File: src/rtl/ysyx_22040759_ifu_pkg.sv
// Purpose: shared definitions for the IFU: reset fetch address and FSM state encoding.
// Latency: n/a (definitions only).
// Backpressure: n/a.
package ysyx_22040759_ifu_pkg;

    // First fetch address after reset.
    localparam logic [63:0] IFU_RESET_PC = 64'h0000_0000_8000_0000;

    // IFU control states. IDLE is only reachable through reset.
    typedef enum logic [1:0] {
        S_IDLE = 2'd0,
        S_REQ  = 2'd1,
        S_WAIT = 2'd2,
        S_HOLD = 2'd3
    } ifu_state_e;

endpackage

File: src/rtl/ysyx_22040759_ifu.sv
// Purpose: instruction fetch unit; issues one fetch at a time, buffers one instruction for decode.
// Latency: request accepted in cycle N, response in N+1, instruction valid to decode in N+2.
// Backpressure: holds ireq_addr until ireq_ready; holds if_pc/if_inst until if_ready or a redirect.
//
// Ports:
//   clock, reset               single clock, asynchronous active-high reset
//   br_taken, bru_pc           one-cycle redirect request and its target
//   ireq_valid/ready/addr      fetch request channel to memory
//   irsp_valid, irsp_data      fetch response channel (in order, one per accepted request)
//   if_valid/ready/pc/inst     instruction channel to decode
module ysyx_22040759_ifu
    import ysyx_22040759_ifu_pkg::*;
#(
    parameter logic [63:0] RESET_PC = IFU_RESET_PC
) (
    input  logic        clock,
    input  logic        reset,
    input  logic        br_taken,
    input  logic [63:0] bru_pc,
    output logic        ireq_valid,
    input  logic        ireq_ready,
    output logic [63:0] ireq_addr,
    input  logic        irsp_valid,
    input  logic [31:0] irsp_data,
    output logic        if_valid,
    input  logic        if_ready,
    output logic [63:0] if_pc,
    output logic [31:0] if_inst
);

    ifu_state_e  state_q,   state_d;
    logic [63:0] pc_q,      pc_d;       // next PC to fetch
    logic [63:0] addr_q,    addr_d;     // address of the request currently presented
    logic        drop_q,    drop_d;     // outstanding fetch was overtaken by a redirect
    logic [63:0] if_pc_q,   if_pc_d;
    logic [31:0] if_inst_q, if_inst_d;

    always_comb begin
        state_d   = state_q;
        pc_d      = pc_q;
        addr_d    = addr_q;
        drop_d    = drop_q;
        if_pc_d   = if_pc_q;
        if_inst_d = if_inst_q;

        case (state_q)
            S_IDLE: begin
                state_d = S_REQ;
            end
            S_REQ: begin
                // A redirect cannot retract a presented request; mark its
                // response stale instead and keep ireq_addr stable.
                if (br_taken) begin
                    pc_d   = bru_pc;
                    drop_d = 1'b1;
                end
                if (ireq_ready) begin
                    state_d = S_WAIT;
                end
            end
            S_WAIT: begin
                if (irsp_valid) begin
                    if (drop_q || br_taken) begin
                        drop_d  = 1'b0;
                        state_d = S_REQ;
                        if (br_taken) begin
                            pc_d = bru_pc;
                        end
                    end else begin
                        if_inst_d = irsp_data;
                        if_pc_d   = pc_q;
                        pc_d      = pc_q + 64'd4;
                        state_d   = S_HOLD;
                    end
                end else if (br_taken) begin
                    pc_d   = bru_pc;
                    drop_d = 1'b1;
                end
            end
            S_HOLD: begin
                // Redirect wins over a decode handshake in the same cycle.
                if (br_taken) begin
                    pc_d    = bru_pc;
                    state_d = S_REQ;
                end else if (if_ready) begin
                    state_d = S_REQ;
                end
            end
            default: begin
                state_d = S_IDLE;
            end
        endcase

        // Latch the request address once, on entry to REQ.
        if ((state_q != S_REQ) && (state_d == S_REQ)) begin
            addr_d = pc_d;
        end
    end

    always_ff @(posedge clock or posedge reset) begin
        if (reset) begin
            state_q   <= S_IDLE;
            pc_q      <= RESET_PC;
            addr_q    <= RESET_PC;
            drop_q    <= 1'b0;
            if_pc_q   <= 64'd0;
            if_inst_q <= 32'd0;
        end else begin
            state_q   <= state_d;
            pc_q      <= pc_d;
            addr_q    <= addr_d;
            drop_q    <= drop_d;
            if_pc_q   <= if_pc_d;
            if_inst_q <= if_inst_d;
        end
    end

    assign ireq_valid = (state_q == S_REQ);
    assign ireq_addr  = addr_q;
    assign if_valid   = (state_q == S_HOLD) && !br_taken;
    assign if_pc      = if_pc_q;
    assign if_inst    = if_inst_q;

endmodule

File: config.mk
export PLATFORM = sky130hd
export DESIGN_NAME = ysyx_22040759_ifu
export DESIGN_NICKNAME = d
export VERILOG_FILES = /design/src/rtl/ysyx_22040759_ifu_pkg.sv /design/src/rtl/ysyx_22040759_ifu.sv
export SDC_FILE = /design/constraint.sdc
export NUM_CORES = 1
export LEC_CHECK = 0
export CORE_ASPECT_RATIO = 1.4
export CORE_MARGIN = 4
export CORE_UTILIZATION = 45
export DETAILED_ROUTE_END_ITERATION = 7
export PLACE_DENSITY = 0.77
export SKIP_CTS_REPAIR_TIMING = 1
export SLEW_MARGIN = 25
export SYNTH_ARGS = -nofsm -noshare
export SYNTH_HDL_FRONTEND = slang
export SYNTH_SLANG_ARGS = --single-unit
File: constraint.sdc
create_clock -name clock -period 8 [get_ports clock]
set_input_delay 1.6 -clock clock [delete_from_list [all_inputs] [get_ports clock]]
set_output_delay 1.6 -clock clock [all_outputs]
set_load 0.005 [all_outputs]
==> impl_results.md, run 1 <==
* Root Driver: clkbuf_16
* Crit. End Element: flip-flop
* Vias in the first global route at 10.13k
* Fin worst setup slack at 3.403 ns
* Internal at 0.003602 W
* GRT Residual Overflow at 0
* Switching share of power at 34.84%
* Fraction of layout cells with a size suffix above 1 at 6.594%
* Critical-path top delay cell: nand3b_1
* Gate power share at 36.5%
* Area Growth Syn to Fin at 34.96%
* Synthesized Nets at 1337
* Arrival time at the worst endpoint at 5.05 ns
* Tcrit/Tclk final at 57.46%
* Via/cell ratio at 5.797
* Final HPWL DP at 24700 µm
* Drt wl/cell at 19.91 µm
* Die W at 139.2 µm
* Layout Cells excl Fill at 1777
* Pre-CTS WS at 3.028 ns
* Die ar. at 26670 µm²
* CTS max path bufs at 3
* Antenna violations before repair at 0
* Nets at 1558
* Synth unique cells at 63
* Largest net degree at the start of global routing at 125
* Synthesized cell area at 10840 µm²
* Gr usage total at 25.53%
* Asr flop ratio synth at 100.0%
* Hold Crit Depth at 2
* GPL Wtd Cong at 0.9151
* Yosys warns at 0
* Ys flop type: dfrtp_1
* R2R Setup Slk at 4.13 ns
* ANT cells at 0
* Setup TNS at 0 ns
* H-tree depth at 1
* Detailed Routing Iterations Pass 1 at 6
* Delay-heaviest family, CP: simple AND/OR/NAND/NOR gates
* Worst slew pin tran at 1.094 ns
* RSZ-0062 raised after global routing: no
* Syn_area_per_cell at 8.786 µm²
* Worst Clk Skew at 0.009435 ns
* CTS sink cnt at 227
* DRC violations left at 0
* Core Box Area at 23450 µm²
* Power Density at 377.8 nW/µm²
* Sequential cell area fraction in the yosys report at 52.42%
* Mapped Cells at 1234
* Sequential Power Share at 39.8%
* Fin. max-slew vios at 0
* Post-synthesis register bit count at 227
* NetSw at 0.001926 W
* Reg2Reg Depth at 6
* Fmax at 217.5 MHz
* Top cell by count, worst path: nand2_1
* Clk slew on worst S/H paths at 0.07 ns
* CTS Buf Count at 24
* Post-route ant nets at 0
* Final setup viols at 0
* Vias at 10.30k
* Status: finished clean
* Hold crit path type: flip-flop to flip-flop
* Min-delay src: pc_q[1]$_DFF_PP0_
* Worst EP required at 8.46 ns
* Buf+Inv Stages, Crit Path at 2
* Cells along the critical path: clkdlybuf4s50_1, nand3b_1, nor2_4, buf_12, nand2_1, or4_1, nand2_1
* Fin. Hold Viols at 0
* Final min period at 4.597 ns
* Row cnt at 66
* CTS tree: built
* Ports at 264
* Startpoint type of the worst setup path: primary input
* Clk pwr share at 23.7%
* Clk Latency, worst-skew pair at 0.52 ns
* Max Cap Violations at 0
* R2R Path Start: state_q[1]$_DFF_PP0_
* Largest stage delay, worst path at 0.78 ns
* CP Max Fanout at 87
* Minimum hold slack at 0.4705 ns
* Rel. slew slack at 26.57%
* Initial DRC Count at 1045
* Number of port buffers at 263
* Placed cells at 1735
* Reg-to-reg endpoint: pc_q[36]$_DFF_PP0_
* CP Class: primary input to flip-flop
* Post-synth EDFFs at 0
* Leakage at 6.327 nW
* Global-route wire length before repair at 55330 µm
* Hold Path Sink: if_pc[1]$_DFFE_PP0P_
* VDD IR-drop max at 241.9 µV
* Starting Density at 46.23%
* Final WL at 35390 µm
* Die H at 191.7 µm
[worst min-delay path: cells and delay by family, from the launching register on]
kind             cells  cell delay [ns]
DFF                  1             0.34
and+or+nand+nor      2             0.10
[sequential cells by signal, summed over array words and instances, names as in the netlist]
| register | flops |
|---|---|
| pc_q | 64 |
| if_pc | 64 |
| if_inst | 32 |
| state_q | 2 |
| drop_q | 1 |
| ireq_addr | 64 |
[through the flow]
| stage | power, W | instance area (µm²) | utilization, % |
|---|---|---|---|
| 6_report | 0.005527 | 14630 | 62.39 |
| 5_1_grt | 0.005856 | 14630 | 62.39 |
| 4_1_cts | 0.005550 | 14630 | 62.39 |
| 2_1_floorplan | 0.003034 | 10840 | - |
| 3_5_place_dp | 0.004219 | 13700 | 58.40 |
| 3_3_place_gp | 0.004154 | 13700 | 58.40 |
[layout make-up]
type | count | area, µm²
repair buffers | 276 | 2743
flip-flops and latches | 227 | 5683
multi-input cells | 915 | 4840
clock inverters | 11 | 236.5
inverters | 11 | 48.80
clock buffers | 31 | 698.2
fillers | 1993 | 8821
well taps | 306 | 382.9
[how the worst max path moves through the flow]
stage	start	endpoint	slack, ns	depth (start not counted)
detailed placement	irsp_valid	ireq_addr[15]$_DFFE_PP0P_	3.03	7
floorplan	reset	drop_q$_DFFE_PP0P_	0.18	1
CTS	br_taken	if_valid	3.46	4
finish	irsp_valid	pc_q[36]$_DFF_PP0_	3.40	7
global placement	irsp_valid	pc_q[36]$_DFF_PP0_	3.11	7
global route	irsp_valid	ireq_addr[15]$_DFFE_PP0P_	3.26	7
[cell usage after synthesis (9+ instances only)]
library cell / n / area share, %
nand4_1: 28 / 1.6
o211ai_1: 15 / 1.0
nor2_1: 109 / 3.8
o21ai_0: 58 / 2.7
nand2_1: 352 / 12
a22oi_1: 12 / 0.83
a21oi_1: 60 / 2.8
clkbuf_1: 68 / 2.4
mux2_2: 24 / 2.5
dfrtp_1: 225 / 52
nor4_1: 10 / 0.58
o311ai_0: 10 / 0.81
inv_1: 10 / 0.35
or3_1: 9 / 0.52
nand3_1: 43 / 2.0
nor2b_1: 18 / 1.0
a31oi_1: 22 / 1.3
xnor2_1: 9 / 0.73
nor3_1: 33 / 1.5
[power groups by stage]
stage / combinational (W) / sequential, W / clock, W
floorplan: 0.00104 / 0.00200 / 0
global placement: 0.00197 / 0.00218 / 0
detailed placement: 0.00202 / 0.00220 / 0
CTS: 0.00204 / 0.00219 / 0.00133
global route: 0.00221 / 0.00227 / 0.00137
finish: 0.00202 / 0.00220 / 0.00131
[logic make-up after synthesis]
| kind of cell | Yosys count | share of synthesized area, % |
|---|---|---|
| fa+ha+maj | 1 | 0.1154 |
| buf+inv | 92 | 3.243 |
| flops | 227 | 52.42 |
| xor+xnor | 15 | 1.212 |
| compound gates | 227 | 13.23 |
| simple gates | 641 | 26.64 |
| mux | 31 | 3.151 |
[layout by cell type (no fill, tap or decap), types with 10 or more instances in the layout]
cell,netlist,routed
clkbuf_16,0,25
a31oi_1,22,22
dfrtp_1,225,225
nor2_1,109,107
nor4_1,10,10
nor2b_1,18,18
a22oi_1,12,11
o211ai_1,15,15
buf_4,0,12
nor3_1,33,33
nand2_1,352,352
o311ai_0,10,10
mux2_2,24,24
clkdlybuf4s50_1,0,263
nand3_1,43,42
nand4_1,28,28
o21ai_0,58,58
a21oi_1,60,60
[per-layer routing]
layer / global-route usage (%) / vias up / wire length [µm]
met2: 43.42 / 530 / 17390
met5: 0 / - / 0
met4: 10.35 / 0 / 1570
li1: - / 4723 / -
met1: 32.08 / 4948 / 13410
met3: 5.106 / 100 / 3019
(Power assumes the default switching activity.)
==> run 2, diff against run 1 <==
clock period = 4.1 ns   (was 8 ns; I/O delays follow)
==> run 2 against run 1 <==
Effect of this change:
- routed wire length rose by 1.2%
- first-iteration DRC count fell by 1.9%
- sequential cell count did not move
- clock skew rose by 0.0020 ns
- via count rose by 0.74%
- count of clock-buffer cells in the layout did not move
- final area fell by 0.37%
- total power rose by 89%
- critical path type is now primary input to output port
- critical endpoint is now if_valid
- largest cell class unchanged
- highest routed layer unchanged
==> impl_results.md, run 2 (same netlist as run 1, synthesis figures left out) <==
* Row cnt at 66 (unchanged)
* Fin. max-slew vios at 0 (unchanged)
* Fraction of layout cells with a size suffix above 1 at 7.099% (was 6.594%)
* GPL Wtd Cong at 0.9402 (was 0.9151)
* Worst EP required at 3.28 ns (was 8.46 ns)
* Drt wl/cell at 20.05 µm (was 19.91 µm)
* Vias in the first global route at 10.33k (was 10.13k)
* CTS Buf Count at 23 (was 24)
* Die W at 139.2 µm (unchanged)
* Switching share of power at 35.91% (was 34.84%)
* Setup TNS at 0 ns (unchanged)
* Rel. slew slack at 28.82% (was 26.57%)
* Final min period at 3.250 ns
* Worst slew pin tran at 1.061 ns (was 1.094 ns)
* Tcrit/Tclk final at 79.28%
* Post-route ant nets at 0 (unchanged)
* Area Growth Syn to Fin at 34.46% (was 34.96%)
* Sequential Power Share at 41.0% (was 39.8%)
* Met2 GRT Util at 43.96% (was 43.42%)
* Arrival time at the worst endpoint at 2.43 ns (was 5.05 ns)
* Antenna violations before repair at 1 (was 0)
* Leakage at 6.313 nW (was 6.327 nW)
* R2R Setup Slk at 1.04 ns (was 4.13 ns)
* Busiest layer in global routing: met2 (unchanged)
* Core Box Area at 23450 µm² (unchanged)
* VDD IR-drop max at 437.4 µV (was 241.9 µV)
* Reg2Reg Depth at 7 (was 6)
* Setup crit end: if_valid (was pc_q[36]$_DFF_PP0_)
* DRC violations left at 0 (unchanged)
* H-tree depth at 1 (unchanged)
* CP Class: primary input to output port (was primary input to flip-flop)
* Starting Density at 46.23% (unchanged)
* R2R Path Start: pc_q[2]$_DFF_PP0_ (was state_q[1]$_DFF_PP0_)
* Die H at 191.7 µm (unchanged)
* Initial DRC Count at 1025 (was 1045)
* GRT Residual Overflow at 0 (unchanged)
* Ports at 264 (unchanged)
* Met3 GRT Util at 4.932% (was 5.106%)
* Final setup viols at 0 (unchanged)
* Max Cap Violations at 0 (unchanged)
* Startpoint type of the worst setup path: primary input (unchanged)
* Worst Clk Skew at 0.01143 ns (was 0.009435 ns)
* RSZ-0062 raised after global routing: no (unchanged)
* Power Density at 716.8 nW/µm² (was 377.8 nW/µm²)
* Clk Latency, worst-skew pair at 0.52 ns (about the same)
* Gr usage total at 26.03% (was 25.53%)
* Fin. Hold Viols at 0 (unchanged)
* CTS tree: built (unchanged)
* Root Driver: clkbuf_16 (unchanged)
* Crit. End Element: output port (was flip-flop)
* Vias at 10.38k (was 10.30k)
* Commonest non-fill, non-tap cells in the layout: 352 x nand2_1, 263 x clkdlybuf4s50_1, 225 x dfrtp_1 (unchanged)
* Global-route track usage on met1 at 32.67% (was 32.08%)
* Final HPWL DP at 25610 µm (was 24700 µm)
* Hold crit path type: flip-flop to flip-flop (unchanged)
* Die ar. at 26670 µm² (unchanged)
* Clk slew on worst S/H paths at 0.06 ns (was 0.07 ns)
* Detailed Routing Iterations Pass 1 at 6 (unchanged)
* Via/cell ratio at 5.810 (was 5.797)
* Global-route wire length before repair at 56520 µm (was 55330 µm)
* CP Launch Point: br_taken (was irsp_valid)
* CTS sink cnt at 227 (unchanged)
* Nets at 1569 (was 1558)
* CP Max Fanout at 21 (was 87)
* Internal at 0.006697 W (was 0.003602 W)
* Fin util at 62.16% (was 62.39%)
* Number of port buffers at 263 (unchanged)
* CTS max path bufs at 3 (unchanged)
* Status: finished clean (unchanged)
* Final WL at 35810 µm (was 35390 µm)
* Gate power share at 38.3% (was 36.5%)
* Fmax at 307.7 MHz
* Largest net degree at the start of global routing at 98 (was 125)
* Reg-to-reg endpoint: pc_q[36]$_DFF_PP0_ (unchanged)
* NetSw at 0.003752 W (was 0.001926 W)
* Most common cell after layout, fill and taps aside: nand2_1 (unchanged)
* Clk pwr share at 20.7% (was 23.7%)
-- run 2: changes by cell type in the layout (fill, tap and decap cells not counted), sizes merged --
cell / delta
inv: -2
clkinv: +2
bufinv: -5
buf: +12
clkinvlp: +1
diode: +1
-- run 2: how the worst min path moves through the flow --
stage,endpoint,startpoint,cells after the start
final,if_inst[4]$_DFFE_PP0P_,if_inst[4]$_DFFE_PP0P_,2
after global routing,if_pc[38]$_DFFE_PP0P_,if_pc[38]$_DFFE_PP0P_,2
after CTS,if_inst[4]$_DFFE_PP0P_,if_inst[4]$_DFFE_PP0P_,2
after detailed placement,if_inst[27]$_DFFE_PP0P_,if_inst[27]$_DFFE_PP0P_,2
after global placement,if_inst[20]$_DFFE_PP0P_,if_inst[20]$_DFFE_PP0P_,2
after floorplan,if_pc[0]$_DFFE_PP0P_,pc_q[0]$_DFF_PP0_,2
-- run 2: worst max-delay path, cell delays in order --
cell	delay (ns)
clkdlybuf4s50_1	0.73
buf_4	0.32
nor2_1	0.07
clkdlybuf4s50_1	0.47
-- run 2: power groups by stage --
stage | combinational, W | clock [W] | sequential, W
global route | 0.00439 | 0.00228 | 0.00441
finish | 0.00400 | 0.00216 | 0.00429
detailed placement | 0.00400 | 0 | 0.00428
CTS | 0.00403 | 0.00219 | 0.00426
global placement | 0.00390 | 0 | 0.00426
floorplan | 0.00202 | 0 | 0.00390
-- run 2: layer usage --
layer / wire (µm) / share of wire, %
met2: 17530 / 49
met1: 13620 / 38
met5: 0 / 0
met3: 2836 / 7.9
met4: 1822 / 5.1
-- run 2: layout make-up --
cell class	instances	area, µm²
inverters	11	45.04
clock buffers	31	675.6
fillers	2055	8875
diodes	1	2.502
clock inverters	7	91.34
repair buffers	288	2858
multi-input cells	915	4840
well taps	306	382.9
flip-flops and latches	227	5683
-- run 2: metrics by stage --
step	total power [W]	cells	cell area [µm²]	hold WS [ns]	worst slack, ns
6_report	0.01045	1786	14580	0.4713	0.8497
5_1_grt	0.01108	1786	14580	0.4960	0.7467
4_1_cts	0.01048	1785	14580	0.4774	0.8485
3_5_place_dp	0.008282	1747	13810	0.4612	0.5447
3_3_place_gp	0.008156	1747	13810	0.4571	0.6483
2_1_floorplan	0.005921	1234	10850	0.4386	0.3156
